## config.mk

```make
export PLATFORM = sky130hd
export DESIGN_NAME = instr_fetch_queue
export DESIGN_NICKNAME = d
export VERILOG_FILES = /design/src/rtl/instr_fetch_queue.sv
export SDC_FILE = /design/constraint.sdc
export NUM_CORES = 1
export LEC_CHECK = 0
export CORE_MARGIN = 2
export CORE_UTILIZATION = 48
export DETAILED_ROUTE_END_ITERATION = 16
export PLACE_DENSITY = 0.77
export SYNTH_ARGS = -nofsm -noshare
export SYNTH_HDL_FRONTEND = slang
export SYNTH_SLANG_ARGS = --single-unit
```

## constraint.sdc

```tcl
create_clock -name clk -period 2.8 [get_ports clk]
set_clock_uncertainty 0.05 [all_clocks]
set_input_delay 0.42 -clock clk [delete_from_list [all_inputs] [get_ports clk]]
set_output_delay 0.42 -clock clk [all_outputs]
set_load 0.02 [all_outputs]
```

## src/rtl/instr_fetch_queue.sv

```systemverilog
// rtl/instr_fetch_queue.sv - in-order instruction fetch queue between PC and decode
// Issues PC fetches to instruction memory, buffers in-order responses, drops wrong-path responses after flush.
module instr_fetch_queue #(
  parameter int DEPTH = 4
) (
  input  logic        clk,
  input  logic        reset,
  input  logic [31:0] pc,
  input  logic        pc_valid,
  output logic        pc_ready,
  input  logic        flush,
  output logic        imem_req_valid,
  input  logic        imem_req_ready,
  output logic [31:0] imem_req_addr,
  input  logic        imem_rsp_valid,
  input  logic [31:0] imem_rsp_data,
  output logic        instr_valid,
  input  logic        instr_ready,
  output logic [31:0] instr,
  output logic [31:0] instr_pc,
  output logic [31:0] instr_pc_plus_4
);

  localparam int AW = (DEPTH > 1) ? $clog2(DEPTH) : 1;
  localparam int CW = $clog2(DEPTH + 1);
  localparam logic [CW:0] DEPTH_W = (CW + 1)'(DEPTH);

  logic [31:0]      r_pc   [DEPTH];
  logic [31:0]      r_data [DEPTH];
  logic [DEPTH-1:0] r_filled;
  logic [AW-1:0]    r_head;
  logic [AW-1:0]    r_fill;
  logic [AW-1:0]    r_tail;
  logic [CW-1:0]    r_count;
  logic [CW-1:0]    r_drop_cnt;
  // Allocated-but-unfilled entries; disambiguates fill == tail when the queue is full.
  logic [CW-1:0]    r_pending;

  logic [CW:0] w_used;
  logic        w_can_issue;
  logic        w_accept;
  logic        w_rsp_drop;
  logic        w_rsp_fill;
  logic        w_deq;

  assign w_used      = {1'b0, r_count} + {1'b0, r_drop_cnt};
  assign w_can_issue = pc_valid && !flush && !reset && (w_used < DEPTH_W);
  assign w_accept    = w_can_issue && imem_req_ready;
  assign w_rsp_drop  = imem_rsp_valid && (r_drop_cnt != '0);
  assign w_rsp_fill  = imem_rsp_valid && (r_drop_cnt == '0) && (r_pending != '0);
  assign w_deq       = instr_valid && instr_ready;

  assign imem_req_valid = w_can_issue;
  assign pc_ready       = w_accept;
  assign imem_req_addr  = {pc[31:2], 2'b00};

  assign instr_valid     = (r_count != '0) && r_filled[r_head];
  assign instr           = instr_valid ? r_data[r_head] : 32'h0;
  assign instr_pc        = instr_valid ? r_pc[r_head] : 32'h0;
  assign instr_pc_plus_4 = instr_valid ? (r_pc[r_head] + 32'd4) : 32'h0;

  always_ff @(posedge clk) begin
    if (reset) begin
      r_head     <= '0;
      r_fill     <= '0;
      r_tail     <= '0;
      r_count    <= '0;
      r_pending  <= '0;
      r_drop_cnt <= '0;
      r_filled   <= '0;
    end else if (flush) begin
      // Unfilled entries become debts; a response landing this cycle settles one of them.
      r_head     <= '0;
      r_fill     <= '0;
      r_tail     <= '0;
      r_count    <= '0;
      r_pending  <= '0;
      r_filled   <= '0;
      r_drop_cnt <= r_drop_cnt + r_pending - CW'(w_rsp_drop || w_rsp_fill);
    end else begin
      if (w_accept) begin
        r_pc[r_tail]     <= pc;
        r_filled[r_tail] <= 1'b0;
        r_tail           <= r_tail + 1'b1;
      end
      if (w_rsp_fill) begin
        r_data[r_fill]   <= imem_rsp_data;
        r_filled[r_fill] <= 1'b1;
        r_fill           <= r_fill + 1'b1;
      end
      if (w_deq) begin
        r_head <= r_head + 1'b1;
      end
      r_count    <= r_count + CW'(w_accept) - CW'(w_deq);
      r_pending  <= r_pending + CW'(w_accept) - CW'(w_rsp_fill);
      r_drop_cnt <= r_drop_cnt - CW'(w_rsp_drop);
    end
  end

endmodule

```

==> results.md <==
- CTS sink cnt: ~280
- Final nets: about 1100
- Outcome: complete, but fails checks
- CORE AREA: approximately 24000 sq um
- R2R Setup Slk: ~0.11 ns
- Port bufs: around 200
- Distinct cells, synth: 43
- Critical Path Max Stage Delay: 0.54 ns
- Synth top area share: 0.646
- Vias in the first global route: 7496
- Multi-input gate area: 3750 sq um
- Post-DP HPWL: around 18000 microns
- Final worst path period share: 1.28
- Fin. Hold Viols: 0
- Clk_lat worst skew: between 0.5 and 0.6 ns
- Layout area overhead: 38.9%
- Die area: between 20000 and 30000 sq um
- Routed len/inst: ~20 microns
- Critical Path End Type: primary output
- Max Cap Viol: 0
- Netlist Area Pre-Place: between 10000 and 15000 sq um
- WHS Path Cells: 2
- Worst Path Arrival: 3.10 ns
- Post-Syn Instances: about 700
- Chip width: approximately 160 microns
- Number of cell rows: between 50 and 60
- Top post-synthesis cells by area: edfxtp_1 (65%), mux4_2 (12%), dfxtp_1 (3.5%), and2_1 (3.5%), buf_4 (2.3%)
- Max Buffers Root-to-Sink: 3
- Antenna violations before repair: 0
- CTS Buf Count: 27
- Final worst-path setup slack: -0.770 ns
- DP Worst Slack: -0.619 ns
- Total Wirelength: 27500 microns
- Kind of critical path: register to primary output
- Total of fill cells in the finished design: roughly 1600
- Launch point of the worst reg-to-reg path: r_head[0]
- EDFF count, synth: roughly 260
- Most used flip-flop cell after synthesis: edfxtp_1
- Max VDD drop: ~0.68 mV
- Worst-path maximum fanout: 7
- LEAKAGE: roughly 5.9 nW
- Placed instance count: roughly 1300
- I/O pins: 202
- Most frequent CP cell: buf_6
- Switch share: 0.196
- Failing checks: negative setup slack
- Overflow after GRT: 0
- Hold_ws: about 0.45 ns
- Worst Setup Start Kind: register
- CTS Hold Buffers Added: 0
- CTS H-Tree Depth: 1
- CP required: 2.33 ns
- Ys async rst share: 0
- WHS Endpoint: r_filled[2]
- CTS tree: yes
- GPL Wtd Cong: between 0.8 and 0.9
- Slowest cell on the critical path: or4_4
- Slew Viols, Final: 0
- Commonest cells post-synth: edfxtp_1 (256), and2_1 (66), mux4_2 (62), nor2_1 (41), buf_4 (36)
- Worst r2r path cells: 12
- Final Power: ~0.009 W
- Seq/Total Area, Yosys: 0.682
- Gr usage total: 0.204
- Drc violations: 0
- CP bufs+invs: 4
- Initial Util: 0.489
- Cell internal pwr: just over 0.007 W
- Avg Cell Area, Syn: 17.0 sq um
- Drt first pass iters: 4
- RSZ-0062 raised after global routing: true
- Top-count cell post-synth: edfxtp_1
- Clock input transition at the sequential cells of the worst setup and hold paths: approximately 0.06 ns
- Global-route wire length before repair: 40900 microns
- Die Y: about 160 microns
- # setup viols final: 42
- Logic pwr share: 0.066
- Iter 0 DRT Violations: 496
- Synth Register Bits: between 200 and 300
- Clock root cell: clkbuf_16
- Sequential Power Share: 0.506
- Sequence of cells on the critical path: buf_12, buf_6, mux4_2, nand4_1, buf_6, or2_4, or4_4, a21oi_4, buf_6
- Max Freq: 280 MHz
- Final ANT Viol Nets: 0
- RR Endpoint: r_count[2]
- Finished Layout Cells: 1342
- Via count: about 7200
- Area occupied by registers: between 8000 and 9000 sq um
- Antenna Cells: 0
- Via/cell ratio: roughly 5.4
- Pin count of the biggest net entering global routing: 36
- Crit path time final: 3.57 ns
- NetSw: 0.00178 W
- Cell taking the most area after synthesis: edfxtp_1
- HP Start: r_filled[2]
- Worst min path class: register to register
- Layout cells sized above 1: 0.428
- PD cells: between 500 and 600 nW/um^2
- Synth warn: 0
- Delay-heaviest family, CP: simple AND/OR/NAND/NOR gates
- Clock Power Share: 0.429
area by class of cell:
type / instances / area share
repair buffers: 332 / 0.190
well taps: 324 / 0.0245
clock inverters: 14 / 0.0108
inverters: 26 / 0.00697
multi-input cells: 333 / 0.227
clock buffers: 36 / 0.0493
flip-flops and latches: 277 / 0.491
worst reg2reg max path, stage by stage (launching register included):
cell     delay, ns
dfxtp_2       0.34
mux4_2        0.54
o31ai_4       0.10
inv_4         0.08
and2_1        0.19
ha_1          0.29
inv_1         0.07
ha_2          0.16
inv_1         0.05
fa_2          0.35
xor2_1        0.18
xnor2_1       0.13
nor2_1        0.05
how the worst max path moves through the flow:
stage / to / slack (ns) / cells past startpoint
final: instr_pc_plus_4[24] / -0.77 / 9
after global routing: instr_pc_plus_4[31] / -0.80 / 9
after global placement: instr_pc_plus_4[31] / -0.61 / 6
after floorplan: r_count[2] / -0.11 / 9
after CTS: instr_pc_plus_4[20] / -0.65 / 10
after detailed placement: instr_pc_plus_4[31] / -0.62 / 6
registers in the layout, summed over array words and instances, names as in the netlist, named ones only:
signal      cells
r_count         3
r_data        128
r_drop_cnt      3
r_fill          2
r_filled        4
r_head          2
r_pc          128
r_pending       3
r_tail          2
per-layer routing:
metal  vias up  GRT usage  routed length (microns)
met5         -          0                        0
met1      3611      0.259                    10900
li1       3246          -                        -
met4         0     0.0564                      743
met2       291      0.362                    14000
met3        67     0.0349                     1850
cells in the final DEF (no fill, tap or decap), types with 5 or more instances in the layout:
cell type	synthesis	layout
a21oi_4	0	7
mux4_2	62	65
dlygate4sd2_1	0	7
nor3_2	0	5
o21ai_0	6	5
a21oi_2	0	5
buf_12	0	19
nand3_1	12	8
and2_4	0	16
xor2_1	6	6
edfxtp_1	256	256
buf_6	4	55
buf_2	7	18
nand2_1	13	9
and2_1	66	50
clkbuf_16	0	31
xnor2_1	15	13
or4_4	1	10
clkdlybuf4s50_1	0	100
clkinvlp_4	0	5
mux2_4	0	5
clkinv_2	0	6
nor2_1	41	40
clkbuf_2	0	19
ha_1	20	17
dfxtp_1	21	16
buf_4	36	107
inv_1	26	19
repair_timing:
action,4_1_cts,5_1_grt
endpoints found under the hold margin,0,0
buffers inserted,30,16
cloned,1,1
pin swaps,25,29
resized for setup,332,201
setup endpoints to repair,100,97
kinds of logic after synthesis:
| group | after synthesis | share of synthesized area |
|---|---|---|
| AOI/OAI and AO/OA | 32 | 0.0162 |
| xor gates and xnor gates | 21 | 0.0155 |
| adders and majority gates | 23 | 0.0261 |
| buffers and inverters | 91 | 0.0433 |
| DFF | 277 | 0.682 |
| muxes | 73 | 0.131 |
| other | 1 | 0.000315 |
| and+or+nand+nor | 180 | 0.0858 |
power groups by stage:
stage	combinational, W	clock (W)	sequential [W]
6_report	0.000594	0.00388	0.00458
4_1_cts	0.000553	0.00396	0.00457
5_1_grt	0.000655	0.00412	0.00458
3_3_place_gp	0.000528	0	0.00466
2_1_floorplan	0.000292	0	0.00466
3_5_place_dp	0.000539	0	0.00466
through the flow:
| stage | instance area, sq um | setup TNS (ns) | utilization |
|---|---|---|---|
| 2_1_floorplan | 12100 | -0.183 | - |
| 3_3_place_gp | 14900 | -12.58 | 0.615 |
| 6_report | 16500 | -15.87 | 0.679 |
| 3_5_place_dp | 14900 | -12.83 | 0.615 |
| 4_1_cts | 16300 | -30.49 | 0.671 |
| 5_1_grt | 16500 | -20.38 | 0.679 |
(Power assumes the default switching activity.)
